[config.mk]
export PLATFORM = sky130hd
export DESIGN_NAME = cw_output
export DESIGN_NICKNAME = d
export VERILOG_FILES = /design/src/rtl/cw_output.sv
export SDC_FILE = /design/constraint.sdc
export NUM_CORES = 1
export LEC_CHECK = 0
export BUFFER_PORTS_ARGS = -buffer_cell sky130_fd_sc_hd__buf_2
export CAP_MARGIN = 20
export CORE_UTILIZATION = 45
export DETAILED_ROUTE_END_ITERATION = 10
export HOLD_SLACK_MARGIN = 0.08
export PLACE_DENSITY = 0.8
export SYNTH_ARGS = -nofsm -noshare
export SYNTH_HDL_FRONTEND = slang
export SYNTH_SLANG_ARGS = --single-unit
[constraint.sdc]
create_clock -name clk -period 1.8 [get_ports clk]
set_clock_uncertainty 0.15 [all_clocks]
set_input_delay 0.18 -clock clk [delete_from_list [all_inputs] [get_ports clk]]
set_output_delay 0.18 -clock clk [all_outputs]
set_load 0.02 [all_outputs]
[src/rtl/cw_output.sv]
// Clockwise ring output port: one single-entry buffer per VC, cw/pe round-robin per VC, phase-interleaved send.
// Request edge -> grant next cycle -> cwso the cycle after; cwro=0 parks the flit in its buffer and retries each matching phase.
module cw_output #(
  parameter int DATA_WIDTH = 64,
  parameter int HOP_MSB    = 55,
  parameter int HOP_LSB    = 48
) (
  input  logic                  clk,
  input  logic                  rst,
  input  logic                  polarity,
  input  logic                  req_cw_even,
  input  logic                  req_cw_odd,
  input  logic                  req_pe_even,
  input  logic                  req_pe_odd,
  input  logic [DATA_WIDTH-1:0] data_cw_even,
  input  logic [DATA_WIDTH-1:0] data_cw_odd,
  input  logic [DATA_WIDTH-1:0] data_pe_even,
  input  logic [DATA_WIDTH-1:0] data_pe_odd,
  output logic                  grant_cw_even,
  output logic                  grant_cw_odd,
  output logic                  grant_pe_even,
  output logic                  grant_pe_odd,
  input  logic                  cwro,
  output logic                  cwso,
  output logic [DATA_WIDTH-1:0] cwdo
);

  localparam int HOP_W = HOP_MSB - HOP_LSB + 1;

  typedef enum logic {
    EMPTY = 1'b0,
    FULL  = 1'b1
  } buf_state_t;

  buf_state_t            r_st_even;
  buf_state_t            r_st_odd;
  logic [DATA_WIDTH-1:0] r_buf_even;
  logic [DATA_WIDTH-1:0] r_buf_odd;
  // Round-robin pointer: 0 favours cw, 1 favours pe.
  logic                  r_ptr_even;
  logic                  r_ptr_odd;

  logic                  w_arb_even;
  logic                  w_arb_odd;
  logic                  w_win_cw_even;
  logic                  w_win_cw_odd;
  logic                  w_tx_even;
  logic                  w_tx_odd;
  logic [DATA_WIDTH-1:0] w_tx_buf;
  logic [HOP_W-1:0]      w_hop;
  logic [DATA_WIDTH-1:0] w_tx_dat;

  // Even VC accepts on polarity=0 and sends on polarity=1; odd VC is the mirror image.
  assign w_arb_even    = !polarity && (r_st_even == EMPTY) && (req_cw_even || req_pe_even);
  assign w_arb_odd     =  polarity && (r_st_odd  == EMPTY) && (req_cw_odd  || req_pe_odd);
  assign w_win_cw_even = req_cw_even && (!req_pe_even || !r_ptr_even);
  assign w_win_cw_odd  = req_cw_odd  && (!req_pe_odd  || !r_ptr_odd);

  assign w_tx_even = polarity  && (r_st_even == FULL) && cwro;
  assign w_tx_odd  = !polarity && (r_st_odd  == FULL) && cwro;
  assign w_tx_buf  = w_tx_even ? r_buf_even : r_buf_odd;
  assign w_hop     = w_tx_buf[HOP_MSB:HOP_LSB];

  always_comb begin
    w_tx_dat                  = w_tx_buf;
    w_tx_dat[HOP_MSB:HOP_LSB] = w_hop >> 1;
  end

  always_ff @(posedge clk) begin
    if (rst) begin
      r_st_even     <= EMPTY;
      r_st_odd      <= EMPTY;
      r_buf_even    <= '0;
      r_buf_odd     <= '0;
      r_ptr_even    <= 1'b0;
      r_ptr_odd     <= 1'b0;
      grant_cw_even <= 1'b0;
      grant_pe_even <= 1'b0;
      grant_cw_odd  <= 1'b0;
      grant_pe_odd  <= 1'b0;
      cwso          <= 1'b0;
      cwdo          <= '0;
    end else begin
      grant_cw_even <= w_arb_even &&  w_win_cw_even;
      grant_pe_even <= w_arb_even && !w_win_cw_even;
      grant_cw_odd  <= w_arb_odd  &&  w_win_cw_odd;
      grant_pe_odd  <= w_arb_odd  && !w_win_cw_odd;

      case (r_st_even)
        EMPTY: begin
          if (w_arb_even) begin
            r_buf_even <= w_win_cw_even ? data_cw_even : data_pe_even;
            r_ptr_even <= w_win_cw_even;
            r_st_even  <= FULL;
          end
        end
        FULL: begin
          if (w_tx_even) begin
            r_st_even <= EMPTY;
          end
        end
        default: r_st_even <= EMPTY;
      endcase

      case (r_st_odd)
        EMPTY: begin
          if (w_arb_odd) begin
            r_buf_odd <= w_win_cw_odd ? data_cw_odd : data_pe_odd;
            r_ptr_odd <= w_win_cw_odd;
            r_st_odd  <= FULL;
          end
        end
        FULL: begin
          if (w_tx_odd) begin
            r_st_odd <= EMPTY;
          end
        end
        default: r_st_odd <= EMPTY;
      endcase

      cwso <= w_tx_even || w_tx_odd;
      if (w_tx_even || w_tx_odd) begin
        cwdo <= w_tx_dat;
      end
    end
  end

endmodule

==> metrics.cfg <==
[placed_design]
io_buffers = 327
gp_congestion = 0.867
dpl.hpwl_mm = 23.4
dpl_worst_slack_ns = 0.0627

[synthesis]
postSynthCellCount = 1066
synth_compound_area_share_pct = 32.6
async_flop_share_pct = 0
syn_area_per_cell_um2 = 8.87
yosysMostFrequentCell = dfxtp_1
synth_cell_type_count = 37
syn_area_um2 = 9450
synth_area_leaders = dfxtp_1 42%, a221o_1 8.6%, a211oi_1 8.1%
muxShareOfSynthArea_pct = 0.331
synth_top_family_by_area = compound AO/OA/AOI/OAI gates
synth_commonest_cells = 198 x dfxtp_1, 104 x inv_1, 102 x a211oi_1
synth_top_area_cell = dfxtp_1
ys_seq_area_share_pct = 41.9
syn_nets = 1330
yosys.area.top_type_share_pct = 41.9
synth-adder-area-share_pct = 0
synth-xor-area-share_pct = 0
yosys.area_share.simple_pct = 13.6
synth_seq_cells = 198
synth_edf_count = 0
synthFlopType = dfxtp_1
yosys_warnings = 0

[die]
die_h_um = 147
dieWidth_um = 147
top_level_ports = 333
rows = 52
core_area_um2 = 20400
die_area_um2 = 21600
initial_core_util_pct = 46.3

[final_layout]
drive_gt1_share_pct = 29.4
syn_to_final_growth_pct = 53.3
nFillCells = 1423
nets = 1847
regArea_um2 = 3970
multiInputGateArea_um2 = 4450

[route]
drc = 0
routed_wirelength_mm = 41.7
wl_met2_mm = 19.7
wl_per_cell_um = 22.3
vias = 11500
wl_met1_mm = 15.3
via_per_inst = 6.17
ant_nets = 0
maxUsedRoutingLayer = met4
drtIter0Drc = 1192
route.met3.wl_mm = 4.36
firstDrtPassIters = 8

[sta]
min_period_ns = 1.78
finalHoldViolCount = 0
slew_viol_final = 0
fin_ws_ns = 0.0220
rsz0062_at_grt = no
post-route-period-util_pct = 98.8
max_freq_mhz = 562
holdWs_ns = 0.123
fin_setup_tns_ns = 0
setup-violations-final = 0

[clock_network]
clk_latency_ns = 0.44
clk_pin_slew_ns = 0.08
clock-root-buffer = clkbuf_16
cts_setup_buffers = 0
numCtsBuffers = 17
cts-resized-gates = 0
cts_sinks = 198
clk_path_buf_depth = 2
hold_buffers = 255
cts.htree.levels = 4
cts_tree = done

[pwr]
power_density_nw_per_um2 = 774
finalPower_mw = 11.2
irDropWorstVdd_uv = 562
power_leakage_nw = 5.98

[worst_setup_path]
criticalPathCategory = input port to register
rr_startpoint = r_ptr_odd
cpMostUsedCell = buf_4
slowest_delay_ns = 0.55
end_kind = register
cp-startpoint = rst
critPathTopFamily = buffers and inverters
worst_setup_path_start_kind = input port
cp.depth = 6
rr_worst_depth = 4
crit_buf_inv = 4
cp_max_fo = 41
worst_ep_required_time_ns = 1.97
slowest_stage = dlygate4sd3_1
crit_arrival_ns = 1.95
path_cells = dlygate4sd3_1 > buf_4 > buf_4 > a21oi_4 > buf_12 > a221o_1

[run_status]
status = completed

[grt]
grtUsageTotal_pct = 38.1
grt-ovfl-total = 0
antenna_found_initial = 3
grt_pass1_wl_mm = 64.0
grt_max_degree = 76
grt_pass1_vias = 12000

[job]
cap_violations = 0

[min_path]
hp-start = req_pe_odd
hp-class = input port to register
min_path_cells = 4

final timing paths:
| path | slack (ns) | endpoint |
|---|---|---|
| min reg2reg | 0.35 | r_buf_odd[4] |
| max | 0.02 | r_buf_odd[14] |
| max reg2reg | 0.11 | r_buf_odd[14] |
| min | 0.12 | r_buf_odd[34] |
per-layer routing:
metal / vias to the layer above / track usage (%)
met5: - / 0
li1: 5069 / -
met3: 208 / 10.0
met2: 956 / 63.5
met1: 5297 / 43.6
met4: 0 / 23.3
registers in the layout (all words and copies together), names as in the netlist:
name,count
r_buf_odd,63
r_st_even,1
grant_pe_even,1
grant_cw_even,1
r_ptr_even,1
cwso,1
cwdo,63
r_buf_even,63
grant_pe_odd,1
r_st_odd,1
r_ptr_odd,1
grant_cw_odd,1
metrics by stage:
step	util (%)	instances	area, µm²
detailed placement	55.6	1579	11400
global route	70.9	1869	14500
finish	70.9	1869	14500
global placement	55.6	1579	11400
floorplan	-	1066	9450
CTS	70.9	1866	14500
tightest hold or removal path, stage by stage:
cell and delay (ns):
buf_2 0.14, buf_4 0.20, nand4_1 0.08, a31oi_1 0.06
layout make-up:
type	instances	area share, %
Antenna cell	3	0.0518
Clock buffer	19	3.06
Clock inverter	13	0.932
Inverter	104	2.69
Multi-Input combinational cell	628	30.7
Sequential cell	198	27.4
Tap cell	270	2.33
Timing Repair Buffer	634	32.9
cell usage in the layout (no fill, tap or decap), types with 61 or more instances in the layout:
| cell | instances |
|---|---|
| a221o_1 | 81 |
| nor2_1 | 64 |
| dfxtp_1 | 196 |
| inv_1 | 104 |
| a32o_1 | 61 |
| dlygate4sd3_1 | 255 |
| a211oi_1 | 102 |
| a21oi_1 | 64 |
| buf_2 | 324 |
cells by family (layout without fill, tap and decap cells):
family	after synthesis	in the layout
simple gates	217	217
compound gates	407	407
buf+inv	240	770
flops	198	198
mux	3	3
other cells	1	4
report_power, final:
part           switching, mW  total [mW]  internal (mW)
clock network           1.94        3.82           1.89
registers              0.173        4.85           4.67
logic                   1.37        2.55           1.18
Note: power is estimated with default switching activity, not from simulation.
